File: src/rtl/mem_seq_pkg.sv
// Shared types and constants for the memory sequencer: FSM state encoding,
// memory word width and the fetch anti-starvation threshold.
package mem_seq_pkg;

  localparam int MEM_WORD_W = 16;
  localparam logic [1:0] STREAK_MAX = 2'd2;

  typedef enum logic [2:0] {
    IDLE,
    I_RD,
    I_RSP,
    D_RD_HI,
    D_RD_LO,
    D_RSP,
    D_WR_HI,
    D_WR_LO
  } mem_seq_state_t;

  // States in which a new request may be accepted.
  function automatic logic is_grant_slot(mem_seq_state_t s);
    return (s == IDLE) || (s == I_RSP) || (s == D_RSP) || (s == D_WR_LO);
  endfunction

endpackage

File: src/rtl/mem_seq_prio.sv
// Grant arbitration between fetch and data requesters: data has priority
// unless data has already won STREAK_MAX times in a row against a waiting fetch.
module mem_seq_prio
  import mem_seq_pkg::*;
(
  input  logic       instr_req_i,
  input  logic       data_req_i,
  input  logic       slot_i,
  input  logic [1:0] streak_i,
  output logic       instr_gnt_o,
  output logic       data_gnt_o,
  output logic [1:0] streak_o
);

  logic fetch_turn;

  always_comb begin
    fetch_turn  = (streak_i == STREAK_MAX);
    instr_gnt_o = 1'b0;
    data_gnt_o  = 1'b0;
    streak_o    = streak_i;

    if (slot_i) begin
      if (instr_req_i && (!data_req_i || fetch_turn)) begin
        instr_gnt_o = 1'b1;
      end else if (data_req_i) begin
        data_gnt_o = 1'b1;
      end
    end

    if (instr_gnt_o) begin
      streak_o = 2'd0;
    end else if (data_gnt_o && instr_req_i && (streak_i != 2'd3)) begin
      streak_o = streak_i + 2'd1;
    end
  end

endmodule

File: src/rtl/mem_sequencer.sv
// Single-port 16-bit memory sequencer shared by instruction fetch and data
// access; 32-bit data accesses are split into two big-endian beats.
module mem_sequencer
  import mem_seq_pkg::*;
#(
  parameter int ADDR_WIDTH = 8
) (
  input  logic                  clk_i,
  input  logic                  rst_i,
  input  logic                  instr_req_i,
  input  logic [ADDR_WIDTH-1:0] instr_addr_i,
  output logic                  instr_gnt_o,
  output logic                  instr_valid_o,
  output logic [MEM_WORD_W-1:0] instr_data_o,
  input  logic                  data_req_i,
  input  logic                  data_we_i,
  input  logic                  data_wide_i,
  input  logic [ADDR_WIDTH-1:0] data_addr_i,
  input  logic [31:0]           data_wdata_i,
  output logic                  data_gnt_o,
  output logic                  data_valid_o,
  output logic [31:0]           data_rdata_o,
  output logic [ADDR_WIDTH-1:0] mem_addr_o,
  output logic [MEM_WORD_W-1:0] mem_wdata_o,
  input  logic [MEM_WORD_W-1:0] mem_rdata_i,
  output logic                  mem_rd_en_o,
  output logic                  mem_wr_en_o,
  output logic                  mem_enable_o,
  output logic                  busy_o
);

  mem_seq_state_t        state_q, state_d;
  logic [ADDR_WIDTH-1:0] addr_q, addr_d;
  logic                  wide_q, wide_d;
  logic [31:0]           wdata_q, wdata_d;
  logic [MEM_WORD_W-1:0] hi_q, hi_d;
  logic [1:0]            streak_q, streak_d;

  logic                  slot;
  logic [ADDR_WIDTH-1:0] addr_lo;

  // No grants while reset is held so every output reads 0 in reset.
  assign slot    = is_grant_slot(state_q) && rst_i;
  assign addr_lo = wide_q ? (addr_q + ADDR_WIDTH'(1)) : addr_q;

  mem_seq_prio u_prio (
    .instr_req_i (instr_req_i),
    .data_req_i  (data_req_i),
    .slot_i      (slot),
    .streak_i    (streak_q),
    .instr_gnt_o (instr_gnt_o),
    .data_gnt_o  (data_gnt_o),
    .streak_o    (streak_d)
  );

  always_ff @(posedge clk_i or negedge rst_i) begin
    if (!rst_i) begin
      state_q  <= IDLE;
      addr_q   <= '0;
      wide_q   <= 1'b0;
      wdata_q  <= '0;
      hi_q     <= '0;
      streak_q <= 2'd0;
    end else begin
      state_q  <= state_d;
      addr_q   <= addr_d;
      wide_q   <= wide_d;
      wdata_q  <= wdata_d;
      hi_q     <= hi_d;
      streak_q <= streak_d;
    end
  end

  always_comb begin
    state_d       = state_q;
    addr_d        = addr_q;
    wide_d        = wide_q;
    wdata_d       = wdata_q;
    hi_d          = hi_q;
    instr_valid_o = 1'b0;
    instr_data_o  = '0;
    data_valid_o  = 1'b0;
    data_rdata_o  = '0;
    mem_addr_o    = '0;
    mem_wdata_o   = '0;
    mem_rd_en_o   = 1'b0;
    mem_wr_en_o   = 1'b0;

    unique case (state_q)
      I_RD: begin
        mem_rd_en_o = 1'b1;
        mem_addr_o  = addr_q;
        state_d     = I_RSP;
      end
      I_RSP: begin
        instr_valid_o = 1'b1;
        instr_data_o  = mem_rdata_i;
      end
      D_RD_HI: begin
        mem_rd_en_o = 1'b1;
        mem_addr_o  = addr_q;
        state_d     = D_RD_LO;
      end
      D_RD_LO: begin
        mem_rd_en_o = 1'b1;
        mem_addr_o  = addr_lo;
        if (wide_q) hi_d = mem_rdata_i;
        state_d     = D_RSP;
      end
      D_RSP: begin
        data_valid_o = 1'b1;
        data_rdata_o = {hi_q, mem_rdata_i};
      end
      D_WR_HI: begin
        mem_wr_en_o = 1'b1;
        mem_addr_o  = addr_q;
        mem_wdata_o = wdata_q[31:16];
        state_d     = D_WR_LO;
      end
      D_WR_LO: begin
        mem_wr_en_o  = 1'b1;
        mem_addr_o   = addr_lo;
        mem_wdata_o  = wdata_q[15:0];
        data_valid_o = 1'b1;
      end
      default: begin
      end
    endcase

    // Grant slots either start a new access or fall back to IDLE.
    if (is_grant_slot(state_q)) begin
      state_d = IDLE;
      if (instr_gnt_o) begin
        addr_d  = instr_addr_i;
        wide_d  = 1'b0;
        wdata_d = '0;
        state_d = I_RD;
      end else if (data_gnt_o) begin
        addr_d  = data_addr_i;
        wide_d  = data_wide_i;
        wdata_d = data_wdata_i;
        if (data_we_i) begin
          state_d = data_wide_i ? D_WR_HI : D_WR_LO;
        end else if (data_wide_i) begin
          state_d = D_RD_HI;
        end else begin
          state_d = D_RD_LO;
          hi_d    = '0;
        end
      end
    end
  end

  assign mem_enable_o = mem_rd_en_o | mem_wr_en_o;
  assign busy_o       = (state_q != IDLE);

endmodule

File: config.mk
export PLATFORM = sky130hd
export DESIGN_NAME = mem_sequencer
export DESIGN_NICKNAME = d
export VERILOG_FILES = /design/src/rtl/mem_seq_pkg.sv /design/src/rtl/mem_seq_prio.sv /design/src/rtl/mem_sequencer.sv
export SDC_FILE = /design/constraint.sdc
export NUM_CORES = 1
export LEC_CHECK = 0
export CAP_MARGIN = 20
export CORE_ASPECT_RATIO = 2
export CORE_MARGIN = 2
export CORE_UTILIZATION = 44
export DETAILED_ROUTE_END_ITERATION = 10
export PLACE_DENSITY = 0.91
export SLEW_MARGIN = 20
export SYNTH_ARGS = -nofsm -noshare
export SYNTH_HDL_FRONTEND = slang
export SYNTH_SLANG_ARGS = --single-unit
File: constraint.sdc
create_clock -name clk_i -period 2.7 [get_ports clk_i]
set_input_delay 0.405 -clock clk_i [delete_from_list [all_inputs] [get_ports clk_i]]
set_output_delay 0.405 -clock clk_i [all_outputs]
set_load 0.005 [all_outputs]
======== Word-level counts from Yosys, hierarchy flattened ========
Cells that the tools add are included.
Widths: inputs -> output; s select.
storage, ports and cells
  flip-flop bits (word level) ............. 62
  bits of input ports ..................... 70
  output and inout bits ................... 80
operators by class
  muxes and demuxes ....................... 36
  bitwise operators ....................... 1
  equal/unequal tests ..................... 9
  $add $sub $neg .......................... 2
  reduce and logical (&&, ||, !) cells .... 20
operators with widths
  operator             count
  $mux 16              8
  $mux 32              3
  $pmux 16 s2          1
  $mux 8               3
  $pmux 8 s2           1
  $mux 3               5
  $eq 3x3->1 const B   4
  $mux 1               12
  $pmux 3 s4           1
  $add 8x1->8 const B  1
  $eq 3x2->1 const B   2
  $reduce_or 2->1      3
  $reduce_or 3->1      2
  $reduce_bool 5->1    1
  $logic_and 1x1->1    4
  $logic_or 1x1->1     4
  $mux 2               2
  $reduce_bool 2->1    2
  $eq 3x1->1 const B   1
  $logic_not 3->1      1
  $reduce_bool 3->1    1
  $add 2x1->2 const B  1
  $eq 2x2->1 const B   1
  $ne 2x2->1 const B   1
  3 further kinds      3

======== Logic depth before layout (Yosys ltp) ========
Gate-level depths: netlist (run 1).
  word-level depth ........................ 10
  gate-level depth with buffers ........... 10

======== Hierarchy ========
From an unflattened synthesis (run 1), not the netlist that was laid out.
unflattened totals
  cells, all modules ...................... 361
  area, all modules ....................... 3457.1 µm²
modules (own cells, without submodules)
  module         area an instance (µm²)  instances  cells an instance
  mem_sequencer  3330.7                  1          346
  mem_seq_prio   126.4                   1          15

======== Worst setup path before layout (run 1) ========
No wires, ideal clock.
  path kind ............................... flip-flop to output port
  from .................................... reg state_q[0]
  to ...................................... out instr_gnt_o
  data arrival time ....................... 1721 ps
  path buffers ............................ 4
  slack ................................... 574 ps
  data required time ...................... 2295 ps
  stages on the path, launching flop included .. 9
  cells stage by stage .................... dfrtp_1 > buf_2 > inv_1 > ha_1 > buf_6 > nand2_1 > nor3_4 > buf_6 > buf_4
between the ends
  word-level cells in the longest chain between the ends .. 6
RTL lines
  item                                           RTL line             RTL
  from (decl)                                    mem_sequencer.sv:32  mem_seq_state_t state_q, state_d;
  from (signal assigned)                         mem_sequencer.sv:65  state_q <= state_d;
  $eq 3x2->1 or $logic_not 3->1 (tied branches)  mem_seq_pkg.sv:21    return (s == IDLE) || (s == I_RSP) || (s == D_RSP) || (s == D_WR_LO);
  $logic_or 1x1->1 (2 in series)                 mem_seq_pkg.sv:21
  $logic_or 1x1->1 (*)                           mem_seq_pkg.sv:21
  $logic_and 1x1->1 (*)                          mem_sequencer.sv:43  assign slot = is_grant_slot(state_q) && rst_i;
  $mux 1 (*)                                     mem_seq_prio.sv:23   if (slot_i) begin
  to (decl)                                      mem_sequencer.sv:12  output logic instr_gnt_o,
Mark *: on every way between the ends. The rest lies on a longest branch, timed or not.

======== Worst setup path in the final report (run 1) ========
  from .................................... reg state_q[2]
  to ...................................... out instr_gnt_o
Same word-level chain as after synthesis.

==> impl_metrics.yaml, run 1 <==
floorplan:
  die_y_um: 134
  initial_utilization: 0.452
  die_w_um: 69.2
  rows: 47
  io_pins: 150
  dieArea_mm2: 0.00931
  design.core.area_mm2: 0.00829
cts:
  clock_path_buffers: 2
  cts_tree: "built"
  cts-htree-levels: 3
  clock_latency_ns: 0.32
  cts_made_buffers: 9
  cts-root-buf: "clkbuf_16"
  clkSinkCount: 62
  cts_setup_buffers: 0
  path_clk_slew_ns: 0.05
synthesis:
  yosysSeqAreaShare: 0.414
  synth_fp_nets: 512
  ys.warnings.count: 0
  syn-cell-area_mm2: 0.00375
  synth-seq-cells: 62
  synthDistinctLibCells: 48
  syn_avg_cell_area_um2: 8.63
  ys.flop_type: "dfrtp_1"
  synth_enable_flop_cells: 0
  async_reset_ff_frac: 1.00
  netlist_instances: 434
global_route:
  track_usage: 0.230
  overflow: 0
  grt_max_degree: 61
  antenna_found_initial: 0
  grt_pass1_wl_mm: 17.3
  first_global_vias: 3587
worst_hold_path:
  hp-class: "primary input to async pin"
routing:
  num_vias: 3675
  post_drt_via_cell_ratio: 5.44
  post-route-drc-count: 0
  final_antenna_net_count: 0
  routed_wl_mm: 10.7
  drt_first_pass_iters: 4
  drt_iter0_drc: 294
  wl_per_cell_um: 15.8
timing:
  hold_ws_ns: 0.477
  period_needed_ns: 2.56
  slew_viol_final: 0
  worstMarginPinSlew_ns: 0.768
  final.setup.worst_slack_ns: 0.137
  totalNegativeSetupSlack_ns: 0
  setup_viol: 0
  timing.slew.headroom: 0.488
  hold_violations: 0
  rsz0062_at_grt: "false"
  clock-skew-final_ns: 0.00743
  fmax_mhz: 390
  fin_crit_sh: 0.949
finish:
  areaGrowthSynthToFinish_pct: 48.9
  antenna_cells: 0
  drive_above_1_share: 0.0917
  nFillCells: 657
  multi_input_area_mm2: 0.00200
  regArea_mm2: 0.00155
  fin_nets: 652
power_and_ir_drop:
  p_per_area_mw_per_mm2: 844
  p_leak_nw: 2.31
  max-vdd-ir-drop_mv: 0.514
critical_path:
  critical_path_class: "flop to primary output"
  required_ns: 2.30
  crit_path_cell_trace: "ha_1 > nand2_1 > nor3_4 > clkdlybuf4s50_1"
  cp_max_fo: 9
  cp_slowest_stage_delay_ns: 0.54
  cp_data_arrival_time_ns: 2.16
  cp-end-kind: "primary output"
  crit_slowest_cell: "clkdlybuf4s50_1"
  start_kind: "flop"
  crit_buf_inv: 1
  critical-path-top-delay-family: "buffers and inverters"
placed_design:
  routabilityCongestion: 0.876
  io_buffers: 149
  pre_cts_slack_ns: 0.275
  dp_hpwl_mm: 8.05
run:
  cap_viol_max_count: 0
outcome:
  outcome: "finished, final reports clean"
[area by class of cell]
type / count / share of cell area
multi-input combinational: 329 / 0.358
timing repair buffer: 162 / 0.286
sequential: 62 / 0.279
clock buffer: 14 / 0.0473
tap: 98 / 0.0220
inverter: 10 / 0.00673
clock inverter: 1 / 0.000897
[timing repair]
item,4_1_cts,5_1_grt
gates resized for setup,1,7
endpoints found under the setup margin,9,11
hold buffers,1,0
cloned,0,0
endpoints found under the hold margin,2,0
pin swaps,0,1
[Yosys cell counts, types with 2 or more instances]
cell type,number,area share
o2111ai_1,2,0.0047
nand4_1,5,0.0084
and2_1,49,0.082
and4_1,2,0.0047
a31oi_1,7,0.012
ha_1,8,0.027
mux2_2,14,0.042
nand3_1,4,0.0053
buf_2,15,0.020
a21oi_1,52,0.069
nor3_1,2,0.0027
buf_6,4,0.012
nand2_1,107,0.11
o211ai_1,2,0.0040
nor2b_1,2,0.0033
nand3b_1,3,0.0060
nor2_1,20,0.020
or4_1,2,0.0040
dfrtp_1,62,0.41
a21o_1,2,0.0040
inv_1,10,0.010
clkbuf_1,12,0.012
a311oi_1,2,0.0047
mux2_4,2,0.0080
o21ai_0,3,0.0040
mux2i_1,18,0.048
o32ai_1,2,0.0047
[stage by stage]
stage | power (mW) | instances | area (um^2) | utilization
global route | 5.01 | 676 | 5580 | 0.673
floorplan | 2.82 | 434 | 3750 | -
finish | 4.71 | 676 | 5580 | 0.673
detailed placement | 3.64 | 660 | 5280 | 0.637
CTS | 4.69 | 676 | 5560 | 0.671
global placement | 3.54 | 660 | 5280 | 0.637
[per-layer routing]
| layer | vias up | GRT usage | routed length [um] |
|---|---|---|---|
| li1 | 1750 | - | - |
| met1 | 1740 | 0.239 | 3810 |
| met2 | 163 | 0.442 | 6010 |
| met3 | 22 | 0.0388 | 524 |
| met4 | 0 | 0.103 | 305 |
| met5 | - | 0 | 0 |
[logic make-up after synthesis]
group | after synthesis | share of synthesized area
muxes | 34 | 0.0982
xor gates and xnor gates | 1 | 0.00434
DFF | 62 | 0.414
and+or+nand+nor | 205 | 0.267
buffers and inverters | 43 | 0.0574
AOI/OAI and AO/OA | 81 | 0.132
adders and majority gates | 8 | 0.0267
[final timing paths]
check | to | start | depth (start not counted) | slack, ns
min in group clk_i | streak_q[0]$_DFFE_PN0P_ | streak_q[0]$_DFFE_PN0P_ | 1 | 0.51
max in group asynchronous | state_q[1]$_DFFE_PN0P_ | rst_i | 3 | 1.20
max reg2reg | state_q[1]$_DFFE_PN0P_ | state_q[2]$_DFFE_PN0P_ | 5 | 0.53
max | instr_gnt_o | state_q[2]$_DFFE_PN0P_ | 4 | 0.14
min | streak_q[0]$_DFFE_PN0P_ | rst_i | 2 | 0.48
min reg2reg | streak_q[0]$_DFFE_PN0P_ | streak_q[0]$_DFFE_PN0P_ | 1 | 0.51
[report_power, final]
group / switching (mW) / total, mW / internal, mW
clock: 0.373 / 1.04 / 0.664
combinational: 0.953 / 2.02 / 1.06
sequential: 0.337 / 1.66 / 1.32
[sequential cells by signal, summed over array words and instances (netlist names)]
| register | cells |
|---|---|
| wdata_q | 32 |
| state_q | 3 |
| wide_q | 1 |
| streak_q | 2 |
| hi_q | 16 |
| addr_q | 8 |
[cell usage in the layout, fill, tap and decap left out, drive strengths merged, types with 2 or more instances in the layout]
cell	synthesis	final
a21oi	52	52
nand4	5	5
clkbuf	13	14
and4	2	2
and3	2	2
o2111ai	2	2
nand2	107	107
or4	2	2
a311oi	2	2
clkdlybuf4s50	0	147
nand3	5	5
mux2i	18	18
o32ai	2	2
buf	20	13
and2	49	49
o21ai	3	3
o211ai	2	2
inv	10	10
nor2b	2	2
ha	8	8
nor3	3	3
a21o	2	2
nand3b	3	3
mux2	16	16
a31oi	7	7
dfrtp	62	62
nor2	20	20
[worst register-to-register path, cell delays in order, from the launching register on]
cell and delay [ns]:
dfrtp_2 0.46, ha_1 0.46, and3_4 0.40, buf_4 0.35
a22oi_1 0.16, a211oi_1 0.24
Note: power is estimated with default switching activity, not from simulation.
==> inputs of run 2 (changes only) <==
--- a/config.mk
+++ b/config.mk
@@ -8,9 +8,10 @@
 export CAP_MARGIN = 20
 export CORE_ASPECT_RATIO = 2
 export CORE_MARGIN = 2
-export CORE_UTILIZATION = 44
+export CORE_UTILIZATION = 64
 export DETAILED_ROUTE_END_ITERATION = 10
-export PLACE_DENSITY = 0.91
+export DONT_BUFFER_PORTS = 1
+export PLACE_DENSITY = 0.9
 export SLEW_MARGIN = 20
 export SYNTH_ARGS = -nofsm -noshare
 export SYNTH_HDL_FRONTEND = slang
==> run 2 against run 1 <==
Net effect:
- clock power increased by 5%
- first-iteration DRC count down 33%
- fmax up 2.5%
- utilization rose by 4.3 points
==> impl_metrics.yaml, run 2 (synthesis results as in run 1) <==
global_route:
  track_usage: 0.281
  overflow: 0
  grt_max_degree: 63
  antenna_found_initial: 0
  grt_pass1_wl_mm: 14.0
  first_global_vias: 2994
cts:
  path_clk_slew_ns: 0.05
  cts-root-buf: "clkbuf_16"
  cts_tree: "built"
  cts_made_buffers: 9
  clock_latency_ns: 0.33
  clock_path_buffers: 2
  clkSinkCount: 62
  cts-htree-levels: 3
  cts_setup_buffers: 0
finish:
  nFillCells: 432
  largest_reg_flops: 32
  regArea_mm2: 0.00155
  fin_nets: 503
  areaGrowthSynthToFinish_pct: 8.22
  antenna_cells: 0
  drive_above_1_share: 0.110
  regMostFlops: "wdata_q"
  reg_top3: "wdata_q: 32 flops, hi_q: 16 flops, addr_q: 8 flops"
  mostFrequentLayoutCell: "nand2_1"
  fin_cells: 488
  multi_input_area_mm2: 0.00199
  final_cell_mix: "nand2_1, dfrtp_1, a21oi_1"
routing:
  routed_wl_mm: 8.80
  drt_first_pass_iters: 5
  wl_per_cell_um: 18.0
  final_antenna_net_count: 0
  drt_iter0_drc: 197
  post_drt_via_cell_ratio: 6.31
  post-route-drc-count: 0
  num_vias: 3078
worst_hold_path:
  min_from: "mem_rdata_i[6]"
  hp-class: "primary input to flop"
  hold-path-cell-count: 2
power_and_ir_drop:
  p_int_mw: 2.70
  p_leak_nw: 1.76
  p_sw_frac: 0.362
  p_per_area_mw_per_mm2: 1050
  max-vdd-ir-drop_mv: 0.833
  pwr-share-seq: 0.385
  clkPwrFrac: 0.257
  pwr-share-comb: 0.358
  switchingPower_mw: 1.53
floorplan:
  die_y_um: 112
  rows: 39
  die_w_um: 58.1
  io_pins: 150
  initial_utilization: 0.662
  design.core.area_mm2: 0.00566
  dieArea_mm2: 0.00652
timing:
  totalNegativeSetupSlack_ns: 0
  hold_violations: 0
  timing.slew.headroom: 0.425
  clock-skew-final_ns: 0.00805
  slew_viol_final: 0
  fmax_mhz: 400
  rsz0062_at_grt: "false"
  setup_viol: 0
  worstMarginPinSlew_ns: 0.862
  fin_crit_sh: 0.926
  period_needed_ns: 2.50
outcome:
  outcome: "finished, final reports clean"
critical_path:
  timing.rr.start: "state_q[0]$_DFFE_PN0P_"
  start_kind: "flop"
  cp_data_arrival_time_ns: 2.09
  crit_slowest_cell: "nor3_4"
  r2r_slack_ns: 0.49
  cp_slowest_stage_delay_ns: 0.46
  critical_path_class: "flop to primary output"
  required_ns: 2.30
  timing.critical_path.from: "state_q[0]$_DFFE_PN0P_"
  cp-end-kind: "primary output"
  cp_max_fo: 10
  r2r_cells: 5
  crit_path_cell_trace: "inv_1 > ha_1 > nand2_1 > nor3_4 > buf_4"
placed_design:
  place_inst: 473
  io_buffers: 0
  dp_hpwl_mm: 6.36
  routabilityCongestion: 0.818
run:
  cap_viol_max_count: 0
[run 2: changes by cell type in the layout (fill, tap and decap cells not counted), moves of 2 or more]
cell and delta:
buf_6 -2, clkdlybuf4s50_1 -147, clkbuf_1 -2, dfrtp_2 -2, dfrtp_1 +2
[run 2: critical path, delay by kind of cell (launching register included)]
| family | cells | cell delay (ns) |
|---|---|---|
| AND/OR/NAND/NOR | 2 | 0.64 |
| adder cells (fa/ha/maj) | 1 | 0.44 |
| buffers and inverters | 2 | 0.35 |
| flip-flops | 1 | 0.34 |
[run 2: through the flow]
| step | util | setup slack [ns] | hold WS (ns) | total power, mW | area, um^2 |
|---|---|---|---|---|---|
| CTS | 0.716 | 0.195 | 0.196 | 4.25 | 4050 |
| global route | 0.716 | 0.0389 | 0.200 | 4.53 | 4050 |
| floorplan | - | 0.574 | 0.109 | 2.82 | 3750 |
| finish | 0.716 | 0.200 | 0.200 | 4.24 | 4050 |
| global placement | 0.660 | 0.582 | 0.111 | 3.01 | 3740 |
| detailed placement | 0.660 | 0.496 | 0.111 | 3.12 | 3740 |
[run 2: layout make-up]
cell class / count / share of cell area
inverter: 10 / 0.00926
tap: 61 / 0.0188
sequential: 62 / 0.383
timing repair buffer: 13 / 0.0296
clock buffer: 11 / 0.0599
clock inverter: 2 / 0.00864
multi-input combinational: 329 / 0.491
[run 2: per-layer routing]
layer / wire length, um / track usage / share of wire / up-vias
li1: - / - / - / 1444
met1: 3070 / 0.299 / 0.35 / 1458
met2: 4930 / 0.502 / 0.56 / 156
met3: 570 / 0.0576 / 0.065 / 20
met4: 232 / 0.149 / 0.026 / 0
met5: 0 / 0 / 0 / -
[run 2: power by group through the flow]
stage                     clock network [mW]  logic, mW  registers, mW
final                                   1.09       1.52           1.63
after floorplan                            0       1.30           1.52
after CTS                               1.10       1.52           1.62
after global placement                     0       1.41           1.60
after global routing                    1.13       1.71           1.69
after detailed placement                   0       1.48           1.64
[run 2: worst paths after layout]
kind / end
setup / recovery: instr_gnt_o
hold / removal: hi_q[6]$_DFF_PN0_
setup reg to reg: addr_q[3]$_DFFE_PN0P_
hold reg to reg: wdata_q[13]$_DFFE_PN0P_
max in group asynchronous: hi_q[3]$_DFF_PN0_
min in group asynchronous: hi_q[15]$_DFF_PN0_
[run 2: timing repair]
| action | CTS | global route |
|---|---|---|
| resized for setup | 0 | 0 |
| hold buffers | 2 | 0 |
| endpoints found under the hold margin | 62 | 0 |
